==> src/rtl/sync_fifo_param_pkg.sv <==
// sync_fifo_pkg: shared width helpers and default sizes for the parametrised FIFO.
//   ptr_w(depth) : pointer width for a depth-entry buffer, never below 1
//   cnt_w(depth) : occupancy width able to represent 0..depth
package sync_fifo_pkg;

    localparam int DEF_DATA_WIDTH = 16;
    localparam int DEF_DEPTH      = 8;

    function automatic int ptr_w(input int depth);
        int w;
        w = $clog2(depth);
        return (w < 1) ? 1 : w;
    endfunction

    function automatic int cnt_w(input int depth);
        return $clog2(depth + 1);
    endfunction

endpackage

==> src/rtl/sync_fifo_param_if.sv <==
// sync_fifo_param_if: producer/consumer handshake bundle of the single-clock FIFO.
//   master : drives flush, wr_en, data_in, rd_en; observes data and status
//   slave  : the FIFO itself
//   data_out/data_valid  read data and its strobe
//   wr_ack/overflow/underflow  per-cycle outcome of the previous request
//   full/empty/almostfull/almostempty/count  occupancy status
interface sync_fifo_param_if
    import sync_fifo_pkg::*;
#(
    parameter int DATA_WIDTH = DEF_DATA_WIDTH,
    parameter int DEPTH      = DEF_DEPTH
) ();

    logic                        flush;
    logic                        wr_en;
    logic [DATA_WIDTH-1:0]       data_in;
    logic                        rd_en;
    logic [DATA_WIDTH-1:0]       data_out;
    logic                        data_valid;
    logic                        wr_ack;
    logic                        overflow;
    logic                        underflow;
    logic                        full;
    logic                        empty;
    logic                        almostfull;
    logic                        almostempty;
    logic [cnt_w(DEPTH)-1:0]     count;

    modport master (
        output flush, wr_en, data_in, rd_en,
        input  data_out, data_valid, wr_ack, overflow, underflow,
        input  full, empty, almostfull, almostempty, count
    );

    modport slave (
        input  flush, wr_en, data_in, rd_en,
        output data_out, data_valid, wr_ack, overflow, underflow,
        output full, empty, almostfull, almostempty, count
    );

endinterface

==> src/rtl/sync_fifo_param_ram.sv <==
// sync_fifo_ram: DEPTH x DATA_WIDTH storage, one synchronous write port and one
// asynchronous read port. Contents are never reset.
//   clk              write clock
//   we/waddr/wdata   write port
//   raddr/rdata      combinational read port
module sync_fifo_ram #(
    parameter int DATA_WIDTH = 16,
    parameter int DEPTH      = 8,
    parameter int AW         = 3
) (
    input  logic                  clk,
    input  logic                  we,
    input  logic [AW-1:0]         waddr,
    input  logic [DATA_WIDTH-1:0] wdata,
    input  logic [AW-1:0]         raddr,
    output logic [DATA_WIDTH-1:0] rdata
);

    logic [DATA_WIDTH-1:0] mem [DEPTH];

    always_ff @(posedge clk) begin
        if (we) begin
            mem[waddr] <= wdata;
        end
    end

    assign rdata = mem[raddr];

endmodule

==> src/rtl/sync_fifo_param.sv <==
// sync_fifo_param: single-clock FIFO of arbitrary depth with programmable
// almost-full/almost-empty thresholds, synchronous flush and per-cycle
// ack/overflow/underflow pulses.
//   clk  rising-edge clock
//   rst  synchronous reset, active-high (highest priority, then flush)
//   bus  sync_fifo_param_if.slave (handshake, data and status)
// Build option: SYNC_FIFO_FWFT_EN selects first-word-fall-through reads
// (data_out/data_valid combinational from the head entry); default is a
// registered read with one cycle of latency.
module sync_fifo_param
    import sync_fifo_pkg::*;
#(
    parameter int DATA_WIDTH    = DEF_DATA_WIDTH,
    parameter int DEPTH         = DEF_DEPTH,
    parameter int AFULL_THRESH  = DEPTH - 1,
    parameter int AEMPTY_THRESH = 1
) (
    input  logic             clk,
    input  logic             rst,
    sync_fifo_param_if.slave bus
);

    localparam int PW = ptr_w(DEPTH);
    localparam int CW = cnt_w(DEPTH);

    localparam logic [PW-1:0] PTR_LAST = PW'(DEPTH - 1);
    localparam logic [CW-1:0] CNT_FULL = CW'(DEPTH);
    localparam logic [CW-1:0] CNT_AF   = CW'(AFULL_THRESH);
    localparam logic [CW-1:0] CNT_AE   = CW'(AEMPTY_THRESH);

    if (DEPTH < 2) begin : g_bad_depth
        $error("sync_fifo_param: DEPTH must be >= 2");
    end
    if (!(AEMPTY_THRESH < AFULL_THRESH && AFULL_THRESH <= DEPTH)) begin : g_bad_thresh
        $error("sync_fifo_param: need AEMPTY_THRESH < AFULL_THRESH <= DEPTH");
    end

    logic [PW-1:0]         wr_ptr;
    logic [PW-1:0]         rd_ptr;
    logic [CW-1:0]         count_q;
    logic                  wr_ack_q;
    logic                  overflow_q;
    logic                  underflow_q;
    logic                  full_c;
    logic                  empty_c;
    logic                  rd_ok;
    logic                  wr_ok;
    logic [DATA_WIDTH-1:0] head;

    assign full_c  = (count_q == CNT_FULL);
    assign empty_c = (count_q == '0);

    // A write at full is still taken when a read frees a slot the same cycle.
    assign rd_ok = bus.rd_en && !empty_c;
    assign wr_ok = bus.wr_en && (!full_c || bus.rd_en);

    sync_fifo_ram #(
        .DATA_WIDTH (DATA_WIDTH),
        .DEPTH      (DEPTH),
        .AW         (PW)
    ) u_ram (
        .clk   (clk),
        .we    (wr_ok && !rst && !bus.flush),
        .waddr (wr_ptr),
        .wdata (bus.data_in),
        .raddr (rd_ptr),
        .rdata (head)
    );

    always_ff @(posedge clk) begin
        if (rst || bus.flush) begin
            wr_ptr      <= '0;
            rd_ptr      <= '0;
            count_q     <= '0;
            wr_ack_q    <= 1'b0;
            overflow_q  <= 1'b0;
            underflow_q <= 1'b0;
        end else begin
            wr_ack_q    <= wr_ok;
            overflow_q  <= bus.wr_en && !wr_ok;
            underflow_q <= bus.rd_en && !rd_ok;
            if (wr_ok) begin
                wr_ptr <= (wr_ptr == PTR_LAST) ? '0 : wr_ptr + 1'b1;
            end
            if (rd_ok) begin
                rd_ptr <= (rd_ptr == PTR_LAST) ? '0 : rd_ptr + 1'b1;
            end
            case ({wr_ok, rd_ok})
                2'b10:   count_q <= count_q + 1'b1;
                2'b01:   count_q <= count_q - 1'b1;
                default: count_q <= count_q;
            endcase
        end
    end

`ifdef SYNC_FIFO_FWFT_EN
    assign bus.data_out   = head;
    assign bus.data_valid = !empty_c;
`else
    logic [DATA_WIDTH-1:0] data_out_q;
    logic                  data_valid_q;

    // Flush drops the strobe but keeps the last word visible.
    always_ff @(posedge clk) begin
        if (rst) begin
            data_out_q   <= '0;
            data_valid_q <= 1'b0;
        end else if (bus.flush) begin
            data_valid_q <= 1'b0;
        end else begin
            data_valid_q <= rd_ok;
            if (rd_ok) begin
                data_out_q <= head;
            end
        end
    end

    assign bus.data_out   = data_out_q;
    assign bus.data_valid = data_valid_q;
`endif

    assign bus.wr_ack      = wr_ack_q;
    assign bus.overflow    = overflow_q;
    assign bus.underflow   = underflow_q;
    assign bus.full        = full_c;
    assign bus.empty       = empty_c;
    assign bus.almostfull  = (count_q >= CNT_AF);
    assign bus.almostempty = (count_q <= CNT_AE);
    assign bus.count       = count_q;

endmodule

==> src/flat_wrapper.sv <==
// flat-port wrapper written by rule: the top's interface ports become plain ports
module sync_fifo_param_flat import sync_fifo_pkg::*;
#(
    parameter int DATA_WIDTH    = DEF_DATA_WIDTH,
    parameter int DEPTH         = DEF_DEPTH,
    parameter int AFULL_THRESH  = DEPTH - 1,
    parameter int AEMPTY_THRESH = 1
)
  (clk, rst, bus_flush, bus_wr_en, bus_data_in, bus_rd_en, bus_data_out, bus_data_valid, bus_wr_ack, bus_overflow, bus_underflow, bus_full, bus_empty, bus_almostfull, bus_almostempty, bus_count);
  sync_fifo_param_if #(.DATA_WIDTH(DATA_WIDTH), .DEPTH(DEPTH)) bus_i ();
  input  logic clk;
  input  logic rst;
  input wire logic [$bits(bus_i.flush)-1:0] bus_flush;
  input wire logic [$bits(bus_i.wr_en)-1:0] bus_wr_en;
  input wire logic [$bits(bus_i.data_in)-1:0] bus_data_in;
  input wire logic [$bits(bus_i.rd_en)-1:0] bus_rd_en;
  output wire logic [$bits(bus_i.data_out)-1:0] bus_data_out;
  output wire logic [$bits(bus_i.data_valid)-1:0] bus_data_valid;
  output wire logic [$bits(bus_i.wr_ack)-1:0] bus_wr_ack;
  output wire logic [$bits(bus_i.overflow)-1:0] bus_overflow;
  output wire logic [$bits(bus_i.underflow)-1:0] bus_underflow;
  output wire logic [$bits(bus_i.full)-1:0] bus_full;
  output wire logic [$bits(bus_i.empty)-1:0] bus_empty;
  output wire logic [$bits(bus_i.almostfull)-1:0] bus_almostfull;
  output wire logic [$bits(bus_i.almostempty)-1:0] bus_almostempty;
  output wire logic [$bits(bus_i.count)-1:0] bus_count;
  assign bus_i.flush = bus_flush;
  assign bus_i.wr_en = bus_wr_en;
  assign bus_i.data_in = bus_data_in;
  assign bus_i.rd_en = bus_rd_en;
  assign bus_data_out = bus_i.data_out;
  assign bus_data_valid = bus_i.data_valid;
  assign bus_wr_ack = bus_i.wr_ack;
  assign bus_overflow = bus_i.overflow;
  assign bus_underflow = bus_i.underflow;
  assign bus_full = bus_i.full;
  assign bus_empty = bus_i.empty;
  assign bus_almostfull = bus_i.almostfull;
  assign bus_almostempty = bus_i.almostempty;
  assign bus_count = bus_i.count;
  sync_fifo_param #(.DATA_WIDTH(DATA_WIDTH), .DEPTH(DEPTH), .AFULL_THRESH(AFULL_THRESH), .AEMPTY_THRESH(AEMPTY_THRESH)) u_core (.clk(clk), .rst(rst), .bus(bus_i));
endmodule
==> config.mk <==
export PLATFORM = sky130hd
export DESIGN_NAME = sync_fifo_param_flat
export DESIGN_NICKNAME = d
export VERILOG_FILES = /design/src/rtl/sync_fifo_param_pkg.sv /design/src/rtl/sync_fifo_param_if.sv /design/src/rtl/sync_fifo_param_ram.sv /design/src/rtl/sync_fifo_param.sv /design/src/flat_wrapper.sv
export SDC_FILE = /design/constraint.sdc
export NUM_CORES = 1
export LEC_CHECK = 0
export CAP_MARGIN = 20
export CORE_MARGIN = 4
export CORE_UTILIZATION = 30
export CTS_BUF_LIST = sky130_fd_sc_hd__clkbuf_16
export DETAILED_ROUTE_END_ITERATION = 8
export PLACE_DENSITY = 0.53
export SYNTH_ARGS = -nofsm -noshare
export SYNTH_HDL_FRONTEND = slang
export SYNTH_SLANG_ARGS = --single-unit
==> constraint.sdc <==
create_clock -name clk -period 2.8 [get_ports clk]
set_clock_uncertainty 0.15 [all_clocks]
set_input_delay 0.42 -clock clk [delete_from_list [all_inputs] [get_ports clk]]
set_output_delay 0.42 -clock clk [all_outputs]
set_load 0.005 [all_outputs]
After elaboration in Yosys (flattened, before gate mapping). Memories as Yosys holds them, arrays and structs flattened. A register that Yosys moved wholly into a read port is not among the register bits. Cells that the tools add are included. W data, S select, Z words.

Add/sub/neg operators: 4. Magnitude comparators: 2. Equal/unequal tests: 5. Muxes and demuxes: 5. Bitwise operators: 1. Reductions and logical operators: 18.

Operators with widths (number): $pmux W4 S2 (1); $add A3 B1 Y3 const B (2); $eq A3 B3 Y1 const B (2); $logic_and A1 B1 Y1 (6); $logic_not A1 Y1 (6); $mux W3 (2); $add A4 B1 Y4 const B (1); $eq A4 B4 Y1 const B (1); $ge A4 B3 Y1 const B (1); $le A4 B1 Y1 const B (1); $logic_not A4 Y1 (1); $sub A4 B1 Y4 const B (1); $eq A2 B1 Y1 const B (1); $eq A2 B2 Y1 const B (1); $logic_or A1 B1 Y1 (2); $mux W1 (2); $reduce_and A2 Y1 (1); $reduce_bool A2 Y1 (1); $reduce_or A2 Y1 (1); $not A1 Y1 (1).

Register bits after elaboration: 14. Memory bits (writable): 128. Input bits: 21. Word-level logic and storage cells: 43. Memories: 1.

Memory list: u_core.u_ram.mem (words 8, bits a word 16, read ports 1, clocked after Yosys merged registers in 1, write ports 1, line sync_fifo_param_ram.sv:19) `logic [DATA_WIDTH-1:0] mem [DEPTH];`.

Depth between registers and ports, before layout.
Depth after elaboration: 8. Gate-level depth with buffers: 10. Depth with buffers taken out: 10.

Hierarchy. Synthesis repeated with hierarchy kept, for this count alone.

Cell total of the unflattened synthesis: 342. Area total of the unflattened synthesis: 6394.9 µm².

Modules (own cells, without submodules): sync_fifo_ram (times used 1, cells an instance 198, area each 4973.5 µm², seq. area each 3843.7 µm²); sync_fifo_param (times used 1, cells an instance 144, area each 1421.4 µm², seq. area each 600.6 µm²).

Worst setup path before layout. No wires, ideal clock.

Path type: flip-flop to flip-flop. From: register u_core.count_q[0] (netlist: u_core.bus.count[0]). To: memory u_core.u_ram.mem[0][0] (enable). Arrival time: 2.321 ns. Required time: 2.241 ns. Slack: -0.081 ns. Cell stages (with the launch flop): 7. Path buffers: 0. Clock period less this slack: 2.881 ns. Path through: dfxtp_1 inv_1 ha_1 nand4bb_1 and3_1 nand2b_1 nor3_1.

Word-level cells in the longest chain between the ends: 8.

RTL lines: from (decl) (line sync_fifo_param.sv:40) `logic [CW-1:0] count_q;`; from (signal assigned) (line sync_fifo_param.sv:89) `2'b10: count_q <= count_q + 1'b1;`; from (signal assigned) (line sync_fifo_param.sv:90) `2'b01: count_q <= count_q - 1'b1;`; from (signal assigned) (line sync_fifo_param.sv:91) `default: count_q <= count_q;`; $eq A4 B4 Y1 (line sync_fifo_param.sv:50) `assign full_c = (count_q == CNT_FULL);`; $logic_not A1 Y1 (line sync_fifo_param.sv:55) `assign wr_ok = bus.wr_en && (!full_c || bus.rd_en);`; $logic_or A1 B1 Y1 (line sync_fifo_param.sv:55); $logic_and A1 B1 Y1 (line sync_fifo_param.sv:55); $logic_and A1 B1 Y1 (2 in a row) (line sync_fifo_param.sv:63) `.we (wr_ok && !rst && !bus.flush),`; $mux W1 (line sync_fifo_param_ram.sv:22) `if (we) begin`; $mux W1 (implied by the code) (line sync_fifo_param_ram.sv:23) `mem[waddr] <= wdata;`; to (decl) (line sync_fifo_param_ram.sv:19).

No other way between the ends.

Final worst setup path.
From: register u_core.count_q[1] (netlist: u_core.bus.count[1]). To: register u_core.count_q[3] (netlist: u_core.bus.count[3]).

Elaborated cells on any way between the ends: 13. Those cells by class: 2 x add/sub; 3 x eq/ne; 1 x mux; 7 x reduce/logical.

RTL lines: $logic_not A4 Y1 * (line sync_fifo_param.sv:51) `assign empty_c = (count_q == '0);`; $logic_not A1 Y1 * (line sync_fifo_param.sv:54) `assign rd_ok = bus.rd_en && !empty_c;`; $logic_and A1 B1 Y1 * (line sync_fifo_param.sv:54); net u_core.rd_ok (line sync_fifo_param.sv:46) `logic rd_ok;`; $eq A2 B1 Y1 / $eq A2 B2 Y1 (equally long branches) (line sync_fifo_param.sv:88) `case ({wr_ok, rd_ok})`; $pmux W4 S2 / $reduce_bool A2 Y1 (equally long branches).

Mark *: on every way through the listed nets, which the timed path passes. The rest lies on a longest branch. A chain may end at the register's enable or synchronous reset.

==> run summary <==
Status = completed
Switching Fraction = 0.203
Seq/Total Area, Yosys = 0.721
CTS tree = done
YS warnings = 0
CP Data Required Time = 2950 ps
Fin util = 0.379
Antenna violations before repair = 0
Die height = 151 um
Max cap viols = 0
Critical Path Fanout Max = 6
Setup crit start kind = flip-flop
Reg clk slew, reported paths = 60 ps
Pin count of the biggest net entering global routing = 36
IO Port Bufs = 48
Nets = 409
Pwr Total = 5.00 mW
Fin Setup TNS = 0 ps
Iter 0 DRT Violations = 178
Period utilisation layout = 0.939
DR DRC count = 0
Mapped Cells = 308
Synth unique cells = 40
First-pass GRT wire length = 18.2 mm
Seq pwr share = 0.514
Die W = 151 um
Peak VDD IR = 0.350 mV
Root cell of the clock tree = clkbuf_16
Worst skew pair latency = 410 ps
Final ANT Viol Nets = 0
PwrDens = 651 mW/mm2
Die area = 0.0229 mm2
Unrepaired setup endpoints after global routing = false
Worst hold path class = flip-flop to flip-flop
Worst r2r dst = u_core.bus.count[3]
Internal power = 3.98 mW
Hold slack = 327 ps
Finish-stage setup viols = 0
Via count = 3042
Num CTS Buffers = 17
Final instance area = 0.00767 mm2
Post-Syn Nets = 337
WS Path Type = flip-flop to flip-flop
Syn_area_per_cell = 20.0 um2
Num Clock Sinks = 158
Ys async rst share = 0
Worst setup path startpoint = u_core.bus.count[1]
Io pins = 49
Post-Route WL = 11.8 mm
Effective utilization at floorplan = 0.305
Ant diodes = 0
Post-CTS Setup Inserts = 0
R2r worst-path depth = 10
Sw Pwr = 1.01 mW
Hold Vio Cnt, Final = 0
Max Fclk = 0.381 GHz
GRT Overall Usage = 0.110
Crit. End Element = flip-flop
HPWL Detailed = 6.83 mm
Logic gate share of total power = 0.043
CTS max path bufs = 2
Clk pwr share = 0.442
R2R Setup Slk = 170 ps
Period minus WS final = 2630 ps
DR WL/cell = 17.8 um
Slew @ Worst Pin = 581 ps
Max-slew headroom = 0.613
Number of global-route vias before repair = 3132
Lkg Pwr = 2.53 nW
Gpl congestion = 0.673
P&R area growth vs syn = 24.4%
Post-synth EDFFs = 128
Rows = 52
Count of pins over their slew limit = 0
Commonest non-fill, non-tap cell in the layout = edfxtp_1
Post-DP Area = 0.00709 mm2
RR Startpoint = u_core.bus.count[1]
CTS H-tree depth = 4
Fraction of layout cells with a size suffix above 1 = 0.204
Via-per-instance ratio = 4.59
Total grt overflow = 0
Top_reg_cell synth = edfxtp_1
Core box area = 0.0202 mm2
Termination of the worst setup path = u_core.bus.count[3]
Mapped cell area = 0.00617 mm2
Fillcell total = 1832
#FFs+latches synth = 158
First-pass iteration count of the detailed router = 5
Crit path DAT = 2780 ps
Most frequent cells in the layout = 128 x edfxtp_1, 48 x clkdlybuf4s50_1, 28 x dfxtp_1
cell type report:
class,count,area (um2),area share
Clock inverter,15,145,0.0189
Timing Repair Buffer,66,694,0.0906
Inverter,4,15.0,0.00196
Sequential cell,158,4450,0.580
Clock buffer,17,425,0.0555
Multi-Input combinational cell,133,1600,0.209
Tap cell,270,338,0.0441
metal layers:
layer	routed length, um	track usage
met5	0	0
met2	6060	0.182
met3	354	0.0263
met4	189	0.0449
met1	5200	0.139
cell families after synthesis:
family                     Yosys count  synth area share
and+or+nand+nor                     45            0.0406
DFF                                158             0.721
AOI/OAI and AO/OA                   28            0.0339
adders and majority gates            8            0.0162
xor gates and xnor gates             3           0.00426
buffers and inverters               17            0.0207
muxes                               49             0.164
synthesized netlist by cell type (2+ instances only):
cell,instances,area share
a21oi_1,8,0.0065
a22o_1,16,0.023
and3_1,2,0.0020
buf_2,3,0.0024
buf_6,2,0.0037
buf_8,2,0.0049
clkbuf_1,4,0.0024
dfxtp_1,30,0.097
edfxtp_1,128,0.62
ha_1,8,0.016
inv_1,3,0.0018
mux2_2,16,0.029
mux4_1,26,0.11
mux4_2,6,0.022
nand2_1,10,0.0061
nand2b_1,3,0.0030
nand4b_1,2,0.0028
nor2_1,12,0.0073
nor3_1,3,0.0024
or3_1,3,0.0030
xor2_1,2,0.0028
how the worst min path moves through the flow:
stage                                        from                 endpoint  slack [ps]  cells past startpoint
after global placement    u_core.bus.data_out[11]  u_core.bus.data_out[11]         310                      1
after CTS                  u_core.bus.data_out[3]   u_core.bus.data_out[3]         330                      1
final                      u_core.bus.data_out[3]   u_core.bus.data_out[3]         330                      1
after floorplan                  u_core.wr_ptr[0]         u_core.wr_ptr[0]         320                      2
after detailed placement   u_core.bus.data_out[3]   u_core.bus.data_out[3]         320                      1
after global routing       u_core.bus.data_out[6]   u_core.bus.data_out[6]         350                      1
power by group through the flow:
stage               sequential [mW]  combinational, mW  clock [mW]
CTS                            2.57              0.220        2.27
finish                         2.57              0.217        2.21
floorplan                      2.62              0.103           0
global route                   2.57              0.240        2.37
global placement               2.62              0.213           0
detailed placement             2.62              0.218           0
per-stage QoR:
step                      worst slack (ps)  cells
after floorplan                       5.41    308
after detailed placement              82.2    630
after CTS                              103    662
final                                  172    663
after global placement                 112    630
after global routing                 0.135    663
sequential cells by signal, summed over array words and instances (netlist names):
| register | count |
|---|---|
| u_core.bus.data_valid | 1 |
| u_core.bus.underflow | 1 |
| u_core.rd_ptr | 3 |
| u_core.bus.count | 4 |
| u_core.bus.overflow | 1 |
| u_core.bus.data_out | 16 |
| u_core.bus.wr_ack | 1 |
| u_core.u_ram.mem | 128 |
| u_core.wr_ptr | 3 |
critical path: stages, from the launching register on:
cell     delay, ps
dfxtp_2        360
inv_1           80
ha_1           230
nor3b_2        180
or2b_4         290
inv_2          100
ha_1           170
or4b_2         580
a21oi_1        190
xnor2_1        140
nor2_1          50
what timing repair did:
action | in CTS | in global routing
resized for setup | 0 | 1
hold endpoints to repair | 0 | 0
hold buffers | 0 | 0
setup endpoints to repair | 0 | 1
(Power assumes the default switching activity.)
